$ cat src/rtl/time_set_keys_pkg.sv
// time_set_keys_pkg: edit FSM encoding, field codes and time-of-day limits shared with the counter block.
package time_set_keys_pkg;
  typedef enum logic [1:0] {ST_RUN, ST_EDIT_HOUR, ST_EDIT_MINUTE} state_t;
  localparam logic [1:0] EDIT_NONE   = 2'd0;
  localparam logic [1:0] EDIT_HOUR   = 2'd1;
  localparam logic [1:0] EDIT_MINUTE = 2'd2;
  localparam logic [4:0] HOUR_MAX    = 5'd23;
  localparam logic [5:0] MINUTE_MAX  = 6'd59;
endpackage

$ cat src/rtl/time_set_keys_debounce.sv
// key_debounce: 2-flop synchroniser, stability counter and rising-edge press pulse for one raw key.
module key_debounce #(
  parameter int DEBOUNCE_CYCLES = 1024
) (
  input  logic clock,
  input  logic reset,
  input  logic i_key,
  output logic o_level,
  output logic o_press
);
  localparam int CW = $clog2(DEBOUNCE_CYCLES + 1);
  logic [1:0]    r_sync;
  logic [CW-1:0] r_cnt;
  logic          r_level;
  logic          r_level_d;
  // any cycle back at the current level restarts the stability count
  always_ff @(posedge clock or posedge reset) begin
    if (reset) begin
      r_sync    <= '0;
      r_cnt     <= '0;
      r_level   <= 1'b0;
      r_level_d <= 1'b0;
    end else begin
      r_sync    <= {r_sync[0], i_key};
      r_level_d <= r_level;
      if (r_sync[1] == r_level) r_cnt <= '0;
      else if (r_cnt == CW'(DEBOUNCE_CYCLES - 1)) begin
        r_level <= r_sync[1];
        r_cnt   <= '0;
      end else r_cnt <= r_cnt + CW'(1);
    end
  end
  assign o_level = r_level;
  assign o_press = r_level & ~r_level_d;
endmodule

$ cat src/rtl/time_set_keys.sv
// time_set_keys: debounced mode/up/down keys driving an hour/minute edit FSM that gates run and pulses load.
module time_set_keys
  import time_set_keys_pkg::*;
#(
  parameter int DEBOUNCE_CYCLES = 1024,
  parameter int HOLD_CYCLES     = 32768,
  parameter int REPEAT_CYCLES   = 8192
) (
  input  logic       clock,
  input  logic       reset,
  input  logic       key_mode,
  input  logic       key_up,
  input  logic       key_down,
  input  logic [4:0] cur_hour,
  input  logic [5:0] cur_minute,
  output logic       run,
  output logic       load,
  output logic [4:0] set_hour,
  output logic [5:0] set_minute,
  output logic [1:0] edit_field
);
  localparam int RW = $clog2(HOLD_CYCLES + 1);
  logic w_mode_level, w_mode_press, w_up_level, w_up_press, w_dn_level, w_dn_press;
  logic w_up_rep, w_dn_rep, w_ev_mode, w_inc, w_dec;
  logic [RW-1:0] r_up_rep, r_dn_rep;
  logic [5:0] w_hour_p1;
  logic [6:0] w_min_p1;
  logic [4:0] w_hour_step, r_hour;
  logic [5:0] w_min_step, r_min;
  logic       r_load;
  state_t     r_state, w_next;

  key_debounce #(.DEBOUNCE_CYCLES(DEBOUNCE_CYCLES)) u_mode (
    .clock(clock), .reset(reset), .i_key(key_mode), .o_level(w_mode_level), .o_press(w_mode_press));
  key_debounce #(.DEBOUNCE_CYCLES(DEBOUNCE_CYCLES)) u_up (
    .clock(clock), .reset(reset), .i_key(key_up), .o_level(w_up_level), .o_press(w_up_press));
  key_debounce #(.DEBOUNCE_CYCLES(DEBOUNCE_CYCLES)) u_down (
    .clock(clock), .reset(reset), .i_key(key_down), .o_level(w_dn_level), .o_press(w_dn_press));

  // repeat counter sits at 0 on the press cycle; after each repeat it rewinds so the next fires REPEAT_CYCLES later
  assign w_up_rep  = w_up_level && r_up_rep == RW'(HOLD_CYCLES);
  assign w_dn_rep  = w_dn_level && r_dn_rep == RW'(HOLD_CYCLES);
  assign w_ev_mode = w_mode_press & w_mode_level;
  assign w_inc     = (w_up_press | w_up_rep) & ~(w_dn_press | w_dn_rep);
  assign w_dec     = (w_dn_press | w_dn_rep) & ~(w_up_press | w_up_rep);

  always_comb begin
    w_hour_p1   = {1'b0, r_hour} + 6'd1;
    w_min_p1    = {1'b0, r_min} + 7'd1;
    w_hour_step = w_inc ? (w_hour_p1 > {1'b0, HOUR_MAX} ? 5'd0 : w_hour_p1[4:0])
                : w_dec ? (r_hour == 5'd0 ? HOUR_MAX : r_hour - 5'd1) : r_hour;
    w_min_step  = w_inc ? (w_min_p1 > {1'b0, MINUTE_MAX} ? 6'd0 : w_min_p1[5:0])
                : w_dec ? (r_min == 6'd0 ? MINUTE_MAX : r_min - 6'd1) : r_min;
    w_next      = !w_ev_mode ? r_state
                : r_state == ST_RUN ? ST_EDIT_HOUR
                : r_state == ST_EDIT_HOUR ? ST_EDIT_MINUTE : ST_RUN;
  end

  always_ff @(posedge clock or posedge reset) begin
    if (reset) r_state <= ST_RUN;
    else r_state <= w_next;
  end

  always_ff @(posedge clock or posedge reset) begin
    if (reset) begin
      r_up_rep <= '0;
      r_dn_rep <= '0;
      r_hour   <= '0;
      r_min    <= '0;
      r_load   <= 1'b0;
    end else begin
      r_up_rep <= !w_up_level ? '0 : w_up_rep ? RW'(HOLD_CYCLES - REPEAT_CYCLES + 1) : r_up_rep + RW'(1);
      r_dn_rep <= !w_dn_level ? '0 : w_dn_rep ? RW'(HOLD_CYCLES - REPEAT_CYCLES + 1) : r_dn_rep + RW'(1);
      r_load   <= w_ev_mode && r_state == ST_EDIT_MINUTE;
      if (r_state == ST_RUN && w_ev_mode) begin
        r_hour <= cur_hour;
        r_min  <= cur_minute;
      end
      if (r_state == ST_EDIT_HOUR) r_hour <= w_hour_step;
      if (r_state == ST_EDIT_MINUTE) r_min <= w_min_step;
    end
  end

  assign run        = r_state == ST_RUN;
  assign load       = r_load;
  assign set_hour   = r_hour;
  assign set_minute = r_min;
  assign edit_field = r_state == ST_EDIT_HOUR ? EDIT_HOUR : r_state == ST_EDIT_MINUTE ? EDIT_MINUTE : EDIT_NONE;
endmodule
$ cat config.mk
export PLATFORM = sky130hd
export DESIGN_NAME = time_set_keys
export DESIGN_NICKNAME = d
export VERILOG_FILES = /design/src/rtl/time_set_keys_pkg.sv /design/src/rtl/time_set_keys_debounce.sv /design/src/rtl/time_set_keys.sv
export SDC_FILE = /design/constraint.sdc
export NUM_CORES = 1
export LEC_CHECK = 0
export ABC_AREA = 1
export CORE_MARGIN = 4
export CORE_UTILIZATION = 35
export CTS_CLUSTER_DIAMETER = 200
export DETAILED_ROUTE_END_ITERATION = 16
export PLACE_DENSITY_LB_ADDON = 0.3
export SLEW_MARGIN = 20
export SYNTH_ARGS = -nofsm -noshare
export SYNTH_HDL_FRONTEND = slang
export SYNTH_HIERARCHICAL = 1
export SYNTH_SLANG_ARGS = --single-unit
$ cat constraint.sdc
create_clock -name clock -period 2.92 [get_ports clock]
set_input_delay 0.292 -clock clock [delete_from_list [all_inputs] [get_ports clock]]
set_output_delay 0.292 -clock clock [all_outputs]
set_load 0.01 [all_outputs]
Yosys cells after proc, flatten, opt, wreduce, memory -nomap -nowiden --
Cells that the tools add are included.
Word-level totals: flip-flop bits (word level) 91, latch bits 0, memory bits (writable) 0, memory bits (read-only) 0, input bits 16, output and inout port bits 15, logic and storage cells 97, memories kept 0
Cells by class: $add $sub $neg 9, multiply operators 0, divide/modulo/power cells 0, order comparisons 2, equality and inequality tests 12, shifts and indexed selects 0, mux-type cells 26, bitwise operators 16, reduce and logical (&&, ||, !) cells 14
Operator list (count):
- $mux W11 | 6
- $mux W16 | 4
- $mux W6 | 6
- $add A11 B1 Y11 const B | 3
- $eq A11 B10 Y1 const B | 3
- $add A16 B1 Y16 const B | 2
- $eq A16 B16 Y1 const B | 2
- $mux W5 | 6
- $reduce_and A2 Y1 | 5
- $mux W2 | 4
- $not A1 Y1 | 8
- $add A6 B1 Y7 const B | 1
- $gt A7 B6 Y1 const B | 1
- $add A5 B1 Y6 const B | 1
- $and A1 B1 Y1 | 6
- $gt A6 B5 Y1 const B | 1
- $logic_not A6 Y1 | 1
- $ne A3 B3 Y1 const B | 2
- $sub A6 B1 Y6 const B | 1
- $logic_not A5 Y1 | 1
- $sub A5 B1 Y5 const B | 1
- $logic_and A1 B1 Y1 | 4
- $reduce_bool A2 Y1 | 2
- $eq A1 B1 Y1 | 3
- 4 further kinds | 5

Longest topological paths before layout --
Gate-level depths: netlist of the first run.
word-level depth 8, depth in mapped cells 14, gate-level depth less buffers 14

By module --
Netlist of the first run, hierarchy kept.
By module, submodules not included:
- time_set_keys | instances 1, cells an instance 443, area each 3119.2 sq um, sequential area each 1151.1 sq um
- key_debounce | instances 3, cells an instance 80, area each 732.0 sq um, sequential area each 375.4 sq um

Worst setup path after synthesis of the first run --
OpenSTA, ideal clock, no wires.
path type reg2reg, start point register r_up_rep[0], end point register r_min[0] (netlist: set_minute[0]), setup time 0.123 ns, arrival 1.869 ns, required time 2.797 ns, slack 0.928 ns, stages on the path, launching flop included 14, path buffers 0, period minus slack after synthesis 1.992 ns, cell sequence dfrtp_1 -> inv_1 -> ha_1 -> nand4_1 -> nor4_1 -> nand2_1 -> nand2_1 -> ha_1 -> inv_1 -> nand2_1 -> nand2_1 -> clkinv_1 -> a21oi_1 -> a21oi_1
Between the ends: longest elaborated chain between the ends 7, elaborated cells on any way between the ends 10, those cells by class 2 x eq/ne; 2 x mux; 4 x bitwise; 2 x reduce/logical
Ends and longest elaborated chain:
- start: declaration | line time_set_keys.sv:25 | logic [RW-1:0] r_up_rep, r_dn_rep;
- start signal: assignment | line time_set_keys.sv:72 | r_up_rep <= !w_up_level ? '0 : w_up_rep ? RW'(HOLD_CYCLES - REPEAT_CYCLES + 1) : r_up_rep + RW'(1);
- $eq A16 B16 Y1 * | line time_set_keys.sv:41 | assign w_up_rep = w_up_level && r_up_rep == RW'(HOLD_CYCLES);
- $logic_and A1 B1 Y1 * | line time_set_keys.sv:41
- $or A1 B1 Y1 * | line time_set_keys.sv:44, time_set_keys.sv:45
- $not A1 Y1 | line time_set_keys.sv:45 | assign w_dec = (w_dn_press | w_dn_rep) & ~(w_up_press | w_up_rep);
- $and A1 B1 Y1 | line time_set_keys.sv:45
- $ne A3 B3 Y1 (no line)
- $reduce_and A2 Y1 (no line)
- end signal: assignment | line time_set_keys.sv:77 | r_min <= cur_minute;
- end signal: assignment | line time_set_keys.sv:80 | if (r_state == ST_EDIT_MINUTE) r_min <= w_min_step;
- end: declaration | line time_set_keys.sv:29 | logic [5:0] w_min_step, r_min;
Mark *: on every way between the ends. The rest lies on a longest branch, timed or not. A chain may end at the register's enable or synchronous reset.

Worst setup path in the final report of the first run --
Same ends and word-level chain as after synthesis.

==> results.sh, run 1 <==
export IMPL_htreeDepth=3
export IMPL_first_pass_iters=4
export IMPL_status="finished clean"
export IMPL_tns_ps=0
export IMPL_syn_avg_cell_area_sq_um=7.78
export IMPL_start_util_pct=36.2
export IMPL_ys_ff_latch=91
export IMPL_worstPathCellList="inv_1 > ha_1 > nand4_1 > nor4_1 > nand2_1 > nand2_1 > ha_1 > inv_1 > nand2_1 > nand2_1 > clkinv_1 > a21oi_1 > a21oi_1"
export IMPL_cp_common_cell="nand2_1"
export IMPL_max_freq_mhz=435
export IMPL_syn_cell_area_sq_um=5320
export IMPL_die_area_sq_um=17200
export IMPL_seq_area_frac_synth_pct=42.8
export IMPL_rows=44
export IMPL_antenna_left=0
export IMPL_post_route_util_pct=41.8
export IMPL_timing_slew_headroom_pct=60.5
export IMPL_die_y_um=131
export IMPL_post_place_ws_ps=651
export IMPL_post_drt_wl_per_cell_um=11.2
export IMPL_fin_crit_ps=2300
export IMPL_worstSetupStartpointType="register"
export IMPL_cts_resized=0
export IMPL_worstPathRequired_ps=3150
export IMPL_drv_cap=0
export IMPL_fin_nets=755
export IMPL_cts_sinks=91
export IMPL_slowest_delay_ps=420
export IMPL_path_buf_inv=3
export IMPL_worstHoldPathCells=0
export IMPL_hold_path_class="reg2reg"
export IMPL_grt_pass1_wl_um=18200
export IMPL_grt_max_degree=29
export IMPL_layout_setup_ws_ps=621
export IMPL_syn_inst=683
export IMPL_synthToLayoutAreaGrowth_pct=15.7
export IMPL_fp_dieW_um=131
export IMPL_holdBufCountCts=0
export IMPL_synth_nets=713
export IMPL_slowest_stage="dfrtp_1"
export IMPL_core_sq_um=14700
export IMPL_track_usage_pct=12.5
export IMPL_ir_drop_mv=0.340
export IMPL_clk_pin_slew_worst_paths_ps=70
export IMPL_pin_count=31
export IMPL_dr_first_iter_drc_count=214
export IMPL_wl_um=10300
export IMPL_diodes=0
export IMPL_hold_violations=0
export IMPL_hpwlAfterDp_um=7700
export IMPL_cp_top_family="simple AND/OR/NAND/NOR gates"
export IMPL_cts_buffers=9
export IMPL_path_class="reg2reg"
export IMPL_remaining_drc_errors=0
export IMPL_cts_tree="built"
export IMPL_fin_crit_sh_pct=78.7
export IMPL_grt_pass1_vias=4017
export IMPL_cp_max_fo=9
export IMPL_mostFrequentLayoutCells="153 x nand2_1, 101 x inv_1, 91 x dfrtp_1, 89 x nor2_1, 43 x nand3_1"
export IMPL_antenna_found_initial=0
export IMPL_reg2regPathDepth=13
export IMPL_cp_depth=13
export IMPL_clk_latency_ps=350
export IMPL_num_vias=4293
export IMPL_grt_overflow=0
export IMPL_root_buffer="clkbuf_16"
export IMPL_rsz0062_at_grt="no"
export IMPL_p_leak_nw=2.94
export IMPL_ys_warnings_count=6
export IMPL_clock_path_buffers=2
export IMPL_port_buffers=30
export IMPL_final_common_cell="nand2_1"
export IMPL_power_density_nw_per_um2=406
export IMPL_worst_pin_slew_ps=592
export IMPL_drive_above_1_share_pct=11.0
export IMPL_drv_slew=0
export IMPL_gp_congestion=0.859
export IMPL_vias_per_cell=4.70
export IMPL_setup_violations=0
export IMPL_fin_worst_skew_ps=6.32
export IMPL_postCtsSetupBuffers=0
export IMPL_yosysUniqueCellTypes=32
export IMPL_cp_end_kind="register"
export IMPL_cp_arrival_ps=2530
==> power breakdown <==
part	internal, mW	switching [mW]
sequential	1.27	0.0107
clock	0.614	0.514
combinational	0.0339	0.0504
==> per-layer routing <==
metal	up-vias	GRT usage [%]	part of all wire, %
met5	-	0	0
met3	7	3.86	4.5
li1	2255	-	-
met2	84	19.4	44
met1	1947	17.0	50
met4	0	3.38	0.90
==> final cells by class <==
cell class,count,area (sq um)
well taps,184,230
multi-input cells,479,2610
fillers,1445,8550
flip-flops and latches,91,2280
inverters,111,417
repair buffers,33,323
clock buffers,11,243
clock inverters,5,45.0
==> worst paths after layout <==
check	startpoint	end	slack, ps
max in group asynchronous	reset	r_dn_rep[14]	1860
min in group asynchronous	reset	u_mode/r_level_d	480
setup / recovery	r_up_rep[0]	set_minute[0]	620
setup reg to reg	r_up_rep[0]	set_minute[0]	620
hold / removal	u_down/r_sync[0]	u_down/r_sync[1]	350
hold reg to reg	u_down/r_sync[0]	u_down/r_sync[1]	350
==> synth_stat cells (all sizes together) <==
cell type | count | area (sq um)
a21o | 1 | 7.51
clkinv | 2 | 7.51
a21oi | 31 | 159
nand4 | 17 | 106
inv | 109 | 409
a31oi | 2 | 18.8
nor2 | 112 | 559
xnor2 | 9 | 78.8
xor2 | 12 | 105
ha | 14 | 175
nor4 | 6 | 37.5
nand3 | 54 | 348
buf | 2 | 8.75
nor3 | 20 | 154
nand2 | 164 | 663
nor3b | 6 | 45.0
dfrtp | 91 | 2280
o21ai | 31 | 155
==> state kept, by name (all words and copies together) (netlist names) <==
signal / count
u_mode/r_cnt: 11
load: 1
u_up/r_level_d: 1
u_up/r_sync: 2
set_minute: 6
u_mode/o_level: 1
u_down/r_cnt: 11
r_dn_rep: 16
u_down/o_level: 1
u_down/r_sync: 2
u_down/r_level_d: 1
r_up_rep: 16
u_up/r_cnt: 11
r_state: 2
u_up/o_level: 1
u_mode/r_sync: 2
u_mode/r_level_d: 1
set_hour: 5
==> per-stage QoR <==
step	cells	area (sq um)	power [mW]	hold WS, ps
2_1_floorplan	683	5320	1.36	193
3_3_place_gp	898	5860	1.40	335
3_5_place_dp	898	5860	1.40	338
4_1_cts	914	6150	2.55	352
5_1_grt	914	6150	2.61	356
6_report	914	6150	2.50	350
==> cell families after synthesis <==
kind of cell / count (synthesis) / share of synthesized area, %
buffers and inverters: 113 / 8.00
adders and majority gates: 14 / 3.30
and+or+nand+nor: 379 / 36.0
AOI/OAI and AO/OA: 65 / 6.40
DFF: 91 / 42.8
xor gates and xnor gates: 21 / 3.46
==> worst register-to-register path: cells and delay by family, from the launching register on <==
family                   cells  cell delay (ps)
AND/OR/NAND/NOR              6              720
flip-flops                   1              420
buffers and inverters        3              370
AO/OA/AOI/OAI                2              260
adder cells (fa/ha/maj)      2              410
Power figures use the tool's default switching activity.
==> run 2, diff against run 1 <==
clock period = 2.2 ns   (was 2.92 ns; I/O delays follow)
==> run 2 against run 1 <==
Against the previous run: core utilization grew 1.6 points; register-to-register slack got worse by 450 ps; critical endpoint is now set_minute[3]; worst setup slack got worse by 450 ps; critical path depth unchanged; sequential share of layout area shrank 1.4 points; largest power group unchanged; sequential cell count unchanged; clock skew hardly changed; non-clock buffer count grew 24; highest routed layer unchanged; first-iteration DRC count down 1.4%.
==> results.sh, run 2 (synthesized netlist as in run 1, its figures left out) <==
export IMPL_track_usage_pct=13.0
export IMPL_worstSetupStartpointType="register"
export IMPL_drv_slew=0
export IMPL_timing_rr_start="r_up_rep[1]"
export IMPL_rrSetupSlack_ps=170
export IMPL_regArea_sq_um=2280
export IMPL_cts_sinks=91
export IMPL_hold_violations=0
export IMPL_num_vias=4389
export IMPL_post_drt_wl_per_cell_um=11.4
export IMPL_drive_above_1_share_pct=15.3
export IMPL_die_y_um=131
export IMPL_numPlacedInstances=919
export IMPL_fill_cells=1479
export IMPL_worstHoldPathCells=1
export IMPL_remaining_drc_errors=0
export IMPL_diodes=0
export IMPL_place_area_sq_um=6030
export IMPL_path_class="reg2reg"
export IMPL_pin_count=31
export IMPL_mostFrequentLayoutCells="151 x nand2_1, 99 x inv_1, 91 x dfrtp_1, 89 x nor2_1, 43 x nand3_1"
export IMPL_clock_path_buffers=2
export IMPL_post_place_ws_ps=1.45
export IMPL_start_util_pct=36.2
export IMPL_max_freq_mhz=493
export IMPL_power_density_nw_per_um2=538
export IMPL_total_power_mw=3.44
export IMPL_tns_ps=0
export IMPL_slowest_stage="dfrtp_1"
export IMPL_hpwlAfterDp_um=7720
export IMPL_antenna_left=0
export IMPL_antenna_found_initial=0
export IMPL_grt_overflow=0
export IMPL_status="finished clean"
export IMPL_port_buffers=30
export IMPL_die_area_sq_um=17200
export IMPL_final_area_sq_um=6390
export IMPL_worstPathCellList="inv_1 > ha_2 > nand4_1 > nor4_2 > nand2_1 > nand2_1 > ha_1 > buf_4 > o21ai_0 > a21oi_1 > nand2_1 > nand2_1 > nand2_1"
export IMPL_rows=44
export IMPL_clk_pin_slew_worst_paths_ps=70
export IMPL_vias_per_cell=4.68
export IMPL_cp_arrival_ps=2270
export IMPL_root_buffer="clkbuf_16"
export IMPL_hold_path_class="in2reg"
export IMPL_final_common_cell="nand2_1"
export IMPL_cp_end_kind="register"
export IMPL_top_regs="r_dn_rep: 16 flops, r_up_rep: 16 flops"
export IMPL_cts_tree="built"
export IMPL_cp_max_fo=11
export IMPL_synthToLayoutAreaGrowth_pct=20.2
export IMPL_fin_cells=938
export IMPL_first_pass_iters=5
export IMPL_fin_nets=779
export IMPL_fin_worst_skew_ps=6.21
export IMPL_fin_crit_sh_pct=92.1
export IMPL_regToRegEndpoint="set_minute[3]"
export IMPL_p_leak_nw=3.08
export IMPL_slowest_delay_ps=390
export IMPL_grt_max_degree=47
export IMPL_core_sq_um=14700
export IMPL_multiInputGateArea_sq_um=2630
export IMPL_hold_ws_ps=309
export IMPL_worstPathRequired_ps=2440
export IMPL_hold_end="u_mode/r_sync[0]"
export IMPL_fp_dieW_um=131
export IMPL_cp_common_cell="nand2_1"
export IMPL_drv_cap=0
export IMPL_cts_buffers=9
export IMPL_grt_pass1_wl_um=18900
export IMPL_ir_drop_mv=0.425
export IMPL_timing_slew_headroom_pct=61.9
export IMPL_gp_congestion=0.885
export IMPL_clk_latency_ps=350
export IMPL_layout_setup_ws_ps=173
export IMPL_worst_pin_slew_ps=571
export IMPL_reg2regPathDepth=13
export IMPL_rsz0062_at_grt="yes"
export IMPL_wl_um=10700
export IMPL_post_route_util_pct=43.5
export IMPL_fin_crit_ps=2030
export IMPL_setup_violations=0
export IMPL_holdBufCountCts=0
export IMPL_dr_first_iter_drc_count=211
export IMPL_htreeDepth=3
export IMPL_hold_start="key_mode"
export IMPL_grt_pass1_vias=4107
-- run 2: changes by cell type in the layout (fill, tap and decap cells not counted), moves of 2 or more --
cell / previous run / this run
inv_2: 8 / 10
a21oi_2: 1 / 3
a21oi_1: 30 / 28
o21ai_1: 8 / 10
clkinv_1: 2 / 0
inv_4: 0 / 2
nand2_2: 7 / 9
buf_4: 3 / 25
inv_1: 101 / 99
o21ai_0: 23 / 21
nand2_1: 153 / 151
-- run 2: routing by layer --
metal / share of wire, % / global-route usage, %
met5: 0 / 0
met4: 1.6 / 3.56
met1: 50 / 17.4
met3: 4.5 / 4.09
met2: 44 / 20.3
-- run 2: how the worst max path moves through the flow --
stage	from	to	slack, ps	cells past startpoint
detailed placement	r_up_rep[1]	set_minute[1]	1	13
finish	r_up_rep[1]	set_minute[3]	170	13
global route	r_up_rep[1]	set_hour[4]	-40	13
floorplan	r_up_rep[0]	set_minute[0]	210	13
global placement	r_dn_rep[1]	set_minute[0]	100	12
CTS	r_up_rep[1]	set_hour[4]	40	13
-- run 2: area by class of cell --
cell class / instances / share of cell area, %
sequential: 91 / 35.6
inverter: 111 / 6.60
multi-input combinational: 479 / 41.2
timing repair buffer: 57 / 8.13
tap: 184 / 3.60
clock inverter: 7 / 1.27
clock buffer: 9 / 3.53
-- run 2: repair_timing --
item                       4_1_cts  5_1_grt
setup endpoints to repair        2       11
setup buffers                    0        3
pin swaps                        0        9
gates resized for setup          1       14
gates cloned                     0        0
-- run 2: where the power goes --
group | total (mW) | internal (mW) | switching (mW)
Sequential | 1.70 | 1.69 | 0.0136
Clock | 1.62 | 0.901 | 0.720
Combinational | 0.113 | 0.0462 | 0.0672
-- run 2: critical path, delay by kind of cell (launching register included) --
| family | cells | cell delay, ps |
|---|---|---|
| AND/OR/NAND/NOR | 7 | 710 |
| flip-flops | 1 | 390 |
| adder cells (fa/ha/maj) | 2 | 350 |
| buffers and inverters | 2 | 260 |
| AO/OA/AOI/OAI | 2 | 230 |
==> run 3, diff against run 2 <==
PLACE_DENSITY_LB_ADDON = 0.05   (was 0.3)
==> run 3 against run 2 <==
Against the previous run: routed wire length is 5.9% higher; core utilization increased by 0.20 points; largest power group unchanged; sequential power about the same; worst setup slack got worse by 45 ps; maximum frequency is 2.2% lower; register-to-register slack worse by 40 ps; global-route usage up 0.54 points; critical path depth did not move; combinational power hardly changed; sequential cell count unchanged; count of clock-buffer cells in the layout increased by 2; sequential share of layout area is 0.16 points lower.
==> results.sh, run 3 (synthesized netlist as in run 1, its figures left out) <==
export IMPL_fin_crit_ps=2070
export IMPL_clock_path_buffers=2
export IMPL_p_leak_nw=3.07
export IMPL_max_freq_mhz=483
export IMPL_worstPathCellList="inv_1 > ha_2 > nand4_1 > nor4_2 > nand2_1 > nand2_2 > ha_4 > inv_2 > nand2_2 > nand2_4 > clkinvlp_4 > a21oi_2 > a21oi_1"
export IMPL_path_class="reg2reg"
export IMPL_slowest_delay_ps=370
export IMPL_antenna_found_initial=0
export IMPL_synthToLayoutAreaGrowth_pct=20.7
export IMPL_hold_path_class="in2reg"
export IMPL_ir_drop_mv=0.436
export IMPL_root_buffer="clkbuf_16"
export IMPL_regArea_sq_um=2280
export IMPL_pin_count=31
export IMPL_final_common_cell="nand2_1"
export IMPL_post_route_util_pct=43.7
export IMPL_fin_worst_skew_ps=6.29
export IMPL_track_usage_pct=13.5
export IMPL_drv_slew=0
export IMPL_wl_um=11300
export IMPL_hold_violations=0
export IMPL_layout_setup_ws_ps=128
export IMPL_power_density_nw_per_um2=527
export IMPL_drive_above_1_share_pct=16.0
export IMPL_vias_per_cell=4.69
export IMPL_rsz0062_at_grt="yes"
export IMPL_clk_pin_slew_worst_paths_ps=60
export IMPL_cp_common_cell="nand2_2"
export IMPL_worst_pin_slew_ps=606
export IMPL_cp_end_kind="register"
export IMPL_fin_nets=781
export IMPL_num_vias=4406
export IMPL_fp_dieW_um=131
export IMPL_post_place_ws_ps=51.7
export IMPL_cp_max_fo=5
export IMPL_status="finished clean"
export IMPL_cts_sinks=91
export IMPL_slowest_stage="dfrtp_1"
export IMPL_holdBufCountCts=0
export IMPL_htreeDepth=3
export IMPL_fill_cells=1471
export IMPL_core_sq_um=14700
export IMPL_cts_buffers=9
export IMPL_die_y_um=131
export IMPL_grt_overflow=0
export IMPL_remaining_drc_errors=0
export IMPL_antenna_left=0
export IMPL_grt_pass1_vias=4232
export IMPL_dr_first_iter_drc_count=237
export IMPL_worstSetupStartpointType="register"
export IMPL_grt_max_degree=47
export IMPL_fin_crit_sh_pct=94.2
export IMPL_clk_latency_ps=340
export IMPL_rows=44
export IMPL_cp_arrival_ps=2300
export IMPL_worstPathRequired_ps=2430
export IMPL_start_util_pct=36.2
export IMPL_drv_cap=0
export IMPL_tns_ps=0
export IMPL_top_regs="r_dn_rep: 16 flops, r_up_rep: 16 flops"
export IMPL_port_buffers=30
export IMPL_post_drt_wl_per_cell_um=12.0
export IMPL_die_area_sq_um=17200
export IMPL_gp_congestion=0.877
export IMPL_setup_violations=0
export IMPL_cts_tree="built"
export IMPL_mostFrequentLayoutCells="149 x nand2_1, 99 x inv_1, 91 x dfrtp_1, 86 x nor2_1, 43 x nand3_1"
export IMPL_diodes=0
export IMPL_first_pass_iters=5
export IMPL_hpwlAfterDp_um=8450
export IMPL_multiInputGateArea_sq_um=2660
export IMPL_timing_slew_headroom_pct=59.6
export IMPL_grt_pass1_wl_um=19500
-- run 3: changes by cell type in the layout (fill, tap and decap cells not counted), moves of 2 or more --
cell and change:
clkinvlp_4 +3, inv_6 -3, buf_4 +2, nor2_1 -3, inv_4 -2, nand2_1 -2
nor2_2 +3
-- run 3: layer usage --
layer | vias to the layer above | wire [um] | track usage (%)
met5 | - | 0 | 0
met4 | 0 | 257 | 6.48
met3 | 17 | 350 | 2.33
met2 | 79 | 5200 | 21.7
met1 | 2005 | 5510 | 17.8
li1 | 2305 | - | -
-- run 3: cell type report --
class | instances | share of cell area [%]
clock buffer | 11 | 3.78
clock inverter | 4 | 0.799
inverter | 111 | 6.61
multi-input combinational | 479 | 41.5
sequential | 91 | 35.5
tap | 184 | 3.59
timing repair buffer | 58 | 8.15
timing repair inverter | 1 | 0.0780
-- run 3: stage by stage --
| step | cells | power [mW] | instance area, sq um | hold WS, ps |
|---|---|---|---|---|
| 2_1_floorplan | 683 | 1.80 | 5320 | 121 |
| 3_3_place_gp | 920 | 1.86 | 6040 | 341 |
| 3_5_place_dp | 920 | 1.86 | 6040 | 339 |
| 4_1_cts | 935 | 3.44 | 6330 | 296 |
| 5_1_grt | 939 | 3.53 | 6420 | 309 |
| 6_report | 939 | 3.38 | 6420 | 309 |
-- run 3: path summary, 6_finish.rpt --
kind	startpoint	end	slack, ps	cells past startpoint
min	key_up	u_up/r_sync[0]	310	1
max	r_up_rep[1]	set_minute[0]	130	13
min reg2reg	u_up/r_sync[0]	u_up/r_sync[1]	350	0
max in group asynchronous	reset	u_up/r_cnt[9]	1440	2
max reg2reg	r_up_rep[1]	set_minute[0]	130	13
min in group asynchronous	reset	r_dn_rep[15]	320	3
-- run 3: where the power goes --
group	leakage (nW)	switching [mW]	total (mW)	internal, mW
clock	0.142	0.653	1.56	0.906
combinational	1.74	0.0686	0.115	0.0465
sequential	1.19	0.0141	1.71	1.69
-- run 3: what timing repair did --
item,CTS,global route
setup endpoints to repair,0,11
resized for setup,0,19
buffers inserted,0,3
-- run 3: worst max-delay path: cells and delay by family, from the launching register on --
kind	cells	cell delay, ps
buf+inv	3	270
fa+ha+maj	2	380
compound gates	2	200
flops	1	370
simple gates	6	720
